===== src/rtl/hd_stream_framer.sv =====
// Buffers the decoder's hard-decision word stream and re-emits it as a framed valid/ready stream.
// Optional per-frame CRC-32 trailer beat when HD_FRAME_CRC_EN is defined.
module hd_stream_framer #(
  parameter int DW          = 32,
  parameter int FRAME_WORDS = 238,
  parameter int FIFO_AW     = 4,
  parameter int FCW         = 16
) (
  input  logic           clk,
  input  logic           rst,
  input  logic           in_valid,
  input  logic [DW-1:0]  in_data,
  output logic [DW-1:0]  m_tdata,
  output logic           m_tvalid,
  input  logic           m_tready,
  output logic           m_tlast,
  output logic [FCW-1:0] frame_cnt,
  output logic           overflow,
  input  logic           ovf_clr
);

  localparam int IW = $clog2(FRAME_WORDS + 1);

  typedef enum logic {S_ACCEPT, S_DROP} in_state_t;

  in_state_t        in_st, in_nxt;
  logic [DW:0]      mem [2**FIFO_AW];
  logic [FIFO_AW:0] wr_ptr, rd_ptr;
  logic [IW-1:0]    in_idx;
  logic [DW:0]      head;
  logic             empty, full, space, frame_end;
  logic             push, pop, drop_ovf, frame_inc;

  // Extra pointer MSB distinguishes full from empty.
  assign empty     = wr_ptr == rd_ptr;
  assign full      = (wr_ptr[FIFO_AW] != rd_ptr[FIFO_AW]) &&
                     (wr_ptr[FIFO_AW-1:0] == rd_ptr[FIFO_AW-1:0]);
  assign head      = mem[rd_ptr[FIFO_AW-1:0]];
  assign frame_end = in_idx == IW'(FRAME_WORDS - 1);
  assign space     = !full || pop;

  always_comb begin
    in_nxt   = in_st;
    push     = 1'b0;
    drop_ovf = 1'b0;
    if (in_valid) begin
      case (in_st)
        S_ACCEPT: begin
          if (space) push = 1'b1;
          else begin
            drop_ovf = 1'b1;
            if (!frame_end) in_nxt = S_DROP;
          end
        end
        S_DROP: begin
          // Resynchronise on the next frame-end word so the sink always sees a tlast.
          if (frame_end) begin
            if (space) begin
              push   = 1'b1;
              in_nxt = S_ACCEPT;
            end else drop_ovf = 1'b1;
          end
        end
        default: in_nxt = S_ACCEPT;
      endcase
    end
  end

  always_ff @(posedge clk) begin
    if (!rst) begin
      in_st     <= S_ACCEPT;
      in_idx    <= '0;
      wr_ptr    <= '0;
      rd_ptr    <= '0;
      overflow  <= 1'b0;
      frame_cnt <= '0;
    end else begin
      in_st <= in_nxt;
      if (in_valid) in_idx <= frame_end ? '0 : in_idx + IW'(1);
      if (push) wr_ptr <= wr_ptr + (FIFO_AW+1)'(1);
      if (pop) rd_ptr <= rd_ptr + (FIFO_AW+1)'(1);
      if (drop_ovf) overflow <= 1'b1;
      else if (ovf_clr) overflow <= 1'b0;
      if (frame_inc) frame_cnt <= frame_cnt + FCW'(1);
    end
  end

  always_ff @(posedge clk) begin
    if (push) mem[wr_ptr[FIFO_AW-1:0]] <= {frame_end, in_data};
  end

`ifdef HD_FRAME_CRC_EN
  localparam logic [31:0] CRC_POLY = 32'h04C11DB7;
  localparam logic [31:0] CRC_INIT = 32'hFFFFFFFF;

  typedef enum logic {S_DATA, S_CRC} out_state_t;

  out_state_t  out_st, out_nxt;
  logic [31:0] crc_q;

  function automatic logic [31:0] crc_step(input logic [31:0] c, input logic [DW-1:0] d);
    logic fb;
    for (int i = DW - 1; i >= 0; i--) begin
      fb = c[31] ^ d[i];
      c  = {c[30:0], 1'b0} ^ (fb ? CRC_POLY : 32'h0);
    end
    return c;
  endfunction

  always_comb begin
    out_nxt   = out_st;
    m_tvalid  = 1'b0;
    m_tdata   = '0;
    m_tlast   = 1'b0;
    pop       = 1'b0;
    frame_inc = 1'b0;
    case (out_st)
      S_DATA: begin
        m_tvalid = !empty;
        m_tdata  = empty ? '0 : head[DW-1:0];
        pop      = !empty && m_tready;
        if (pop && head[DW]) out_nxt = S_CRC;
      end
      S_CRC: begin
        m_tvalid = 1'b1;
        m_tdata  = DW'(crc_q);
        m_tlast  = 1'b1;
        if (m_tready) begin
          frame_inc = 1'b1;
          out_nxt   = S_DATA;
        end
      end
      default: out_nxt = S_DATA;
    endcase
  end

  always_ff @(posedge clk) begin
    if (!rst) begin
      out_st <= S_DATA;
      crc_q  <= CRC_INIT;
    end else begin
      out_st <= out_nxt;
      if (out_st == S_CRC && m_tready) crc_q <= CRC_INIT;
      else if (pop) crc_q <= crc_step(crc_q, head[DW-1:0]);
    end
  end
`else
  always_comb begin
    m_tvalid  = !empty;
    m_tdata   = empty ? '0 : head[DW-1:0];
    m_tlast   = !empty && head[DW];
    pop       = m_tvalid && m_tready;
    frame_inc = pop && head[DW];
  end
`endif

endmodule

===== config.mk =====
export PLATFORM = sky130hd
export DESIGN_NAME = hd_stream_framer
export DESIGN_NICKNAME = d
export VERILOG_FILES = /design/src/rtl/hd_stream_framer.sv
export SDC_FILE = /design/constraint.sdc
export NUM_CORES = 1
export LEC_CHECK = 0
export BUFFER_PORTS_ARGS = -buffer_cell sky130_fd_sc_hd__buf_4
export CAP_MARGIN = 20
export CORE_AREA = 2 2 238 240
export DETAILED_ROUTE_END_ITERATION = 10
export DIE_AREA = 0 0 240 242
export HOLD_SLACK_MARGIN = 0.05
export PLACE_DENSITY_LB_ADDON = 0.1
export SETUP_SLACK_MARGIN = 0.02
export SYNTH_ARGS = -nofsm -noshare
export SYNTH_HDL_FRONTEND = slang
export SYNTH_SLANG_ARGS = --single-unit

===== constraint.sdc =====
create_clock -name clk -period 4.5 [get_ports clk]
set_clock_uncertainty 0.05 [all_clocks]
set_input_delay 0.675 -clock clk [delete_from_list [all_inputs] [get_ports clk]]
set_output_delay 0.675 -clock clk [all_outputs]
set_load 0.1 [all_outputs]

Word-level counts from Yosys, hierarchy flattened
Memories as Yosys holds them, arrays and structs flattened. A register that Yosys moved wholly into a read port is not among the register bits. Cells that the tools add are included. W data, S select, Z words.

Register bits after elaboration: 36. RAM bits: 528. Input bits: 37. Logic and storage cells: 44. Memories kept: 1.

Memory list: mem (words 16, width 33, read ports 1, clocked after Yosys merged registers in 1, wr ports 1, RTL line 27) `logic [DW:0] mem [2**FIFO_AW];`.

Add/sub/neg operators: 4. Eq/ne operators: 4. Mux-type cells: 20. Bitwise gates (word level): 1. Reduce and logical (&&, ||, !) cells: 8.

Operator list (count): $mux W32 (1); $add A16 B1 Y16 const B (1); $mux W1 (13); $add A5 B1 Y5 const B (2); $add A8 B1 Y8 const B (1); $eq A8 B8 Y1 const B (1); $mux W4 (2); $mux W8 (1); $pmux W1 S2 (3); $eq A5 B5 Y1 (1); $eq A4 B4 Y1 (1); $logic_and A1 B1 Y1 (4); $logic_not A1 Y1 (2); $reduce_bool A2 Y1 (1); $logic_or A1 B1 Y1 (1); $ne A1 B1 Y1 (1); $not A1 Y1 (1).

Depth between registers and ports, before layout
Word-level depth: 10. Gate-level depth with buffers: 8. Gate-level depth less buffers: 7.

Worst setup path after synthesis
OpenSTA, ideal clock, no wires.

Path kind: reg-to-reg. Start: reg in_idx[0]. End: mem mem[3][0] in the netlist's numbering (enable). Setup time: 464 ps. Arrival time: 3510 ps. Data required time: 3986 ps. Setup slack: 475 ps. Stages on the path, launching flop included: 6. Path through: dfxtp_1 > ha_1 > nand3_1 > o21ai_0 > o2111ai_1 > nor3_1.

Cells in the longest elaborated chain, start to end: 6.

RTL lines: start: declaration (RTL line 29) `logic [IW-1:0] in_idx;`; start signal: assignment (RTL line 79) `if (in_valid) in_idx <= frame_end ? '0 : in_idx + IW'(1);`; $eq A8 B8 Y1 (RTL line 39) `assign frame_end = in_idx == IW'(FRAME_WORDS - 1);`; $mux W1 (RTL line 57) `if (frame_end) begin`; $pmux W1 S2 (RTL line 47) `case (in_st)`; $mux W1 (RTL line 46) `if (in_valid) begin`; $mux W1 (RTL line 89) `if (push) mem[wr_ptr[FIFO_AW-1:0]] <= {frame_end, in_data};`; $mux W1 (not written as such) (RTL line 89); end: declaration (RTL line 27).

No other way between the ends.

==> flow_summary.yaml <==
run_status:
  status: "finished clean"
logic_synthesis:
  synth_area_mm2: 0.0220
  postSynthCellCount: 1007
  ys_ff_latch: 568
  synth.largest_area_cell: "edfxtp_1"
  syn_avg_cell_area_um2: 21.9
  synth-compound-area-share_pct: 1.40
  synth-xor-area-share_pct: 0.557
  synthMostInstantiatedCell: "edfxtp_1"
  synth_ff_type: "edfxtp_1"
  synth_common_cells: "edfxtp_1, mux4_2, dfxtp_1"
  ys_types: 41
  synth_top_family_by_area: "multiplexers"
  synth_edf_count: 528
  synth-async-reset-ratio_pct: 0
  yosys.area.top_type_share_pct: 72.0
  synthTopCellsByArea: "edfxtp_1, mux4_2, dfxtp_1"
  synthAdderAreaFrac_pct: 0.455
  yosys_warnings: 0
  synthMuxAreaShare_pct: 17.3
  synth-simple-area-share_pct: 3.47
  syn_nets: 1052
  yosysSeqAreaShare_pct: 75.7
clocking:
  cts_hold_buf: 0
  cts_root_buf: "clkbuf_16"
  clk-insertion-delay-late_ns: 0.62
  postCtsSetupBuffers: 0
  cts_resized: 0
  cts.sinks: 568
  cts_buffers: 60
  htreeDepth: 2
  cts_tree: "yes"
  clockBufferDepth: 3
  path_clk_slew_ns: 0.06
pwr:
  switching_power_w: 0.00357
  seq_power_share_pct: 45.3
  p_per_area_mw_per_mm2: 506
  p_leak_nw: 8.09
  peakVddDrop_uv: 413
  power_frac_comb_pct: 17.1
  p_int_w: 0.00955
  swShare_pct: 27.2
  power.share.clock_pct: 37.6
grt:
  grt_remaining_overflow: 0
  antenna_found_initial: 2
  gr-usage-all-layers_pct: 17.7
  grt_first_pass_wirelength_um: 74300
  grt_pass1_vias: 11000
  grt_max_degree: 42
drt:
  num_vias: 10500
  drc: 0
  drt_pass1_iterations: 4
  final_antenna_net_count: 0
  avgViaCountPerCell: 5.36
  first_iter_violations: 785
  wire_per_inst_um: 25.8
  totalWireLength_um: 50500
finish:
  fin_nets: 1197
  final_layout_size_suffix_gt1_share_pct: 34.5
  area_growth_pct: 17.8
  antennaDiodeCount: 0
  fill_cells: 4727
  multi_input_area_mm2: 0.00514
  regArea_mm2: 0.0167
floorplan:
  core_mm2: 0.0557
  start_util_pct: 39.5
  rows: 87
  die_area_mm2: 0.0581
  ioPinCount: 88
  die_w_um: 240
  die-height_um: 242
placed_design:
  place_hpwl_um: 28200
  gp_congestion: 0.715
  place_ws_ns: 1.09
  numPortBuffers: 87
setup_path:
  critPathMaxFanout: 29
  setup.worst_path.end_class: "primary output"
  setup.worst_path.class: "flip-flop to primary output"
  worstPathRequired_ns: 3.77
  cp-start-kind: "flip-flop"
  reg2reg_slack_ns: 1.25
  arrival_ns: 3.24
run:
  cap_violations: 0
timing:
  finalWorstSetupSlack_ns: 0.535
  worstMarginPinSlew_ns: 0.980
  hold_viol: 0
  setup_viol: 0
  setup_tns_ns: 0
  max_freq_mhz: 252
  min_period_over_period_pct: 88.1
  drv_slew: 0
  slew_headroom_pct: 34.6
  rsz0062_at_grt: "false"
  post-route-min-period_ns: 3.97
min_path:
  hp-class: "primary input to flip-flop"
-- through the flow --
| step | instance area, um^2 | power [W] | cells | hold WS, ns | util, % |
|---|---|---|---|---|---|
| after global routing | 25900 | 0.0136 | 1956 | 0.292 | 46.5 |
| after CTS | 25900 | 0.0133 | 1955 | 0.261 | 46.5 |
| final | 25900 | 0.0131 | 1956 | 0.303 | 46.5 |
| after detailed placement | 24000 | 0.00835 | 1845 | 0.417 | 43.0 |
| after floorplan | 22000 | 0.00773 | 1007 | 0.404 | - |
| after global placement | 24000 | 0.00834 | 1845 | 0.401 | 43.0 |
-- path summary, 6_finish.rpt --
path | startpoint | to | cells past startpoint
worst max-delay path | flip-flop | m_tdata[28] | 5
worst min-delay path | in_data[26] | mem[0][26] | 1
worst max register to register | in_idx[0] | mem[14][17] | 6
worst min register to register | frame_cnt[15] | frame_cnt[15] | 2
-- power groups by stage --
stage | logic (W) | registers (W) | clock network, W
6_report | 0.00225 | 0.00593 | 0.00493
5_1_grt | 0.00237 | 0.00595 | 0.00527
4_1_cts | 0.00230 | 0.00594 | 0.00506
3_5_place_dp | 0.00230 | 0.00605 | 0
3_3_place_gp | 0.00229 | 0.00605 | 0
2_1_floorplan | 0.00175 | 0.00598 | 0
-- cell families after synthesis --
| kind of cell | Yosys count |
|---|---|
| xor gates and xnor gates | 14 |
| AOI/OAI and AO/OA | 50 |
| muxes | 173 |
| and+or+nand+nor | 135 |
| adders and majority gates | 8 |
| buffers and inverters | 59 |
| DFF | 568 |
-- state kept, by name, indices dropped and copies added (netlist names), named ones only --
register and count:
in_idx 8, overflow 1, in_st 1, frame_cnt 16
wr_ptr 5, mem 528, rd_ptr 5
-- cells in the final DEF (no fill, tap or decap), drive strengths merged --
cell and n:
nand2b 4, o211ai 3, clkinv 26, or3 4
nor4 3, nand4 9, ha 8, edfxtp 528
nor2b 36, nand3 4, dfxtp 40, nand2 17
nor2 23, o21bai 1, o21ai 8, nand4b 1
xnor2 6, o211a 1, buf 133, bufinv 8
clkbuf 70, mux4 164, o2111ai 2, o31ai 13
a32oi 1, nor3 4, and3 15, inv 11
xor2 8, or4 12, a21oi 21, clkinvlp 4
or3b 1, mux2 2, nor4b 1, mux2i 7
and2 1
-- cell type report --
type,instances,area share [%]
Sequential cell,568,64.3
Multi-Input combinational cell,380,19.8
Clock buffer,70,5.97
Timing Repair Buffer,133,4.53
Tap cell,756,3.65
Clock inverter,40,1.60
Inverter,9,0.130
-- routing by layer --
metal	track usage [%]	part of all wire, %
met5	0	0.026
met4	5.13	2.0
met3	2.77	4.3
met2	29.1	50
met1	24.7	44
-- worst max-delay path: stages (launching register included) --
cell     delay, ns
dfxtp_4       0.81
buf_12        0.31
mux4_2        0.53
mux4_2        0.53
nor2b_1       0.16
buf_4         0.26
Power figures use the tool's default switching activity.
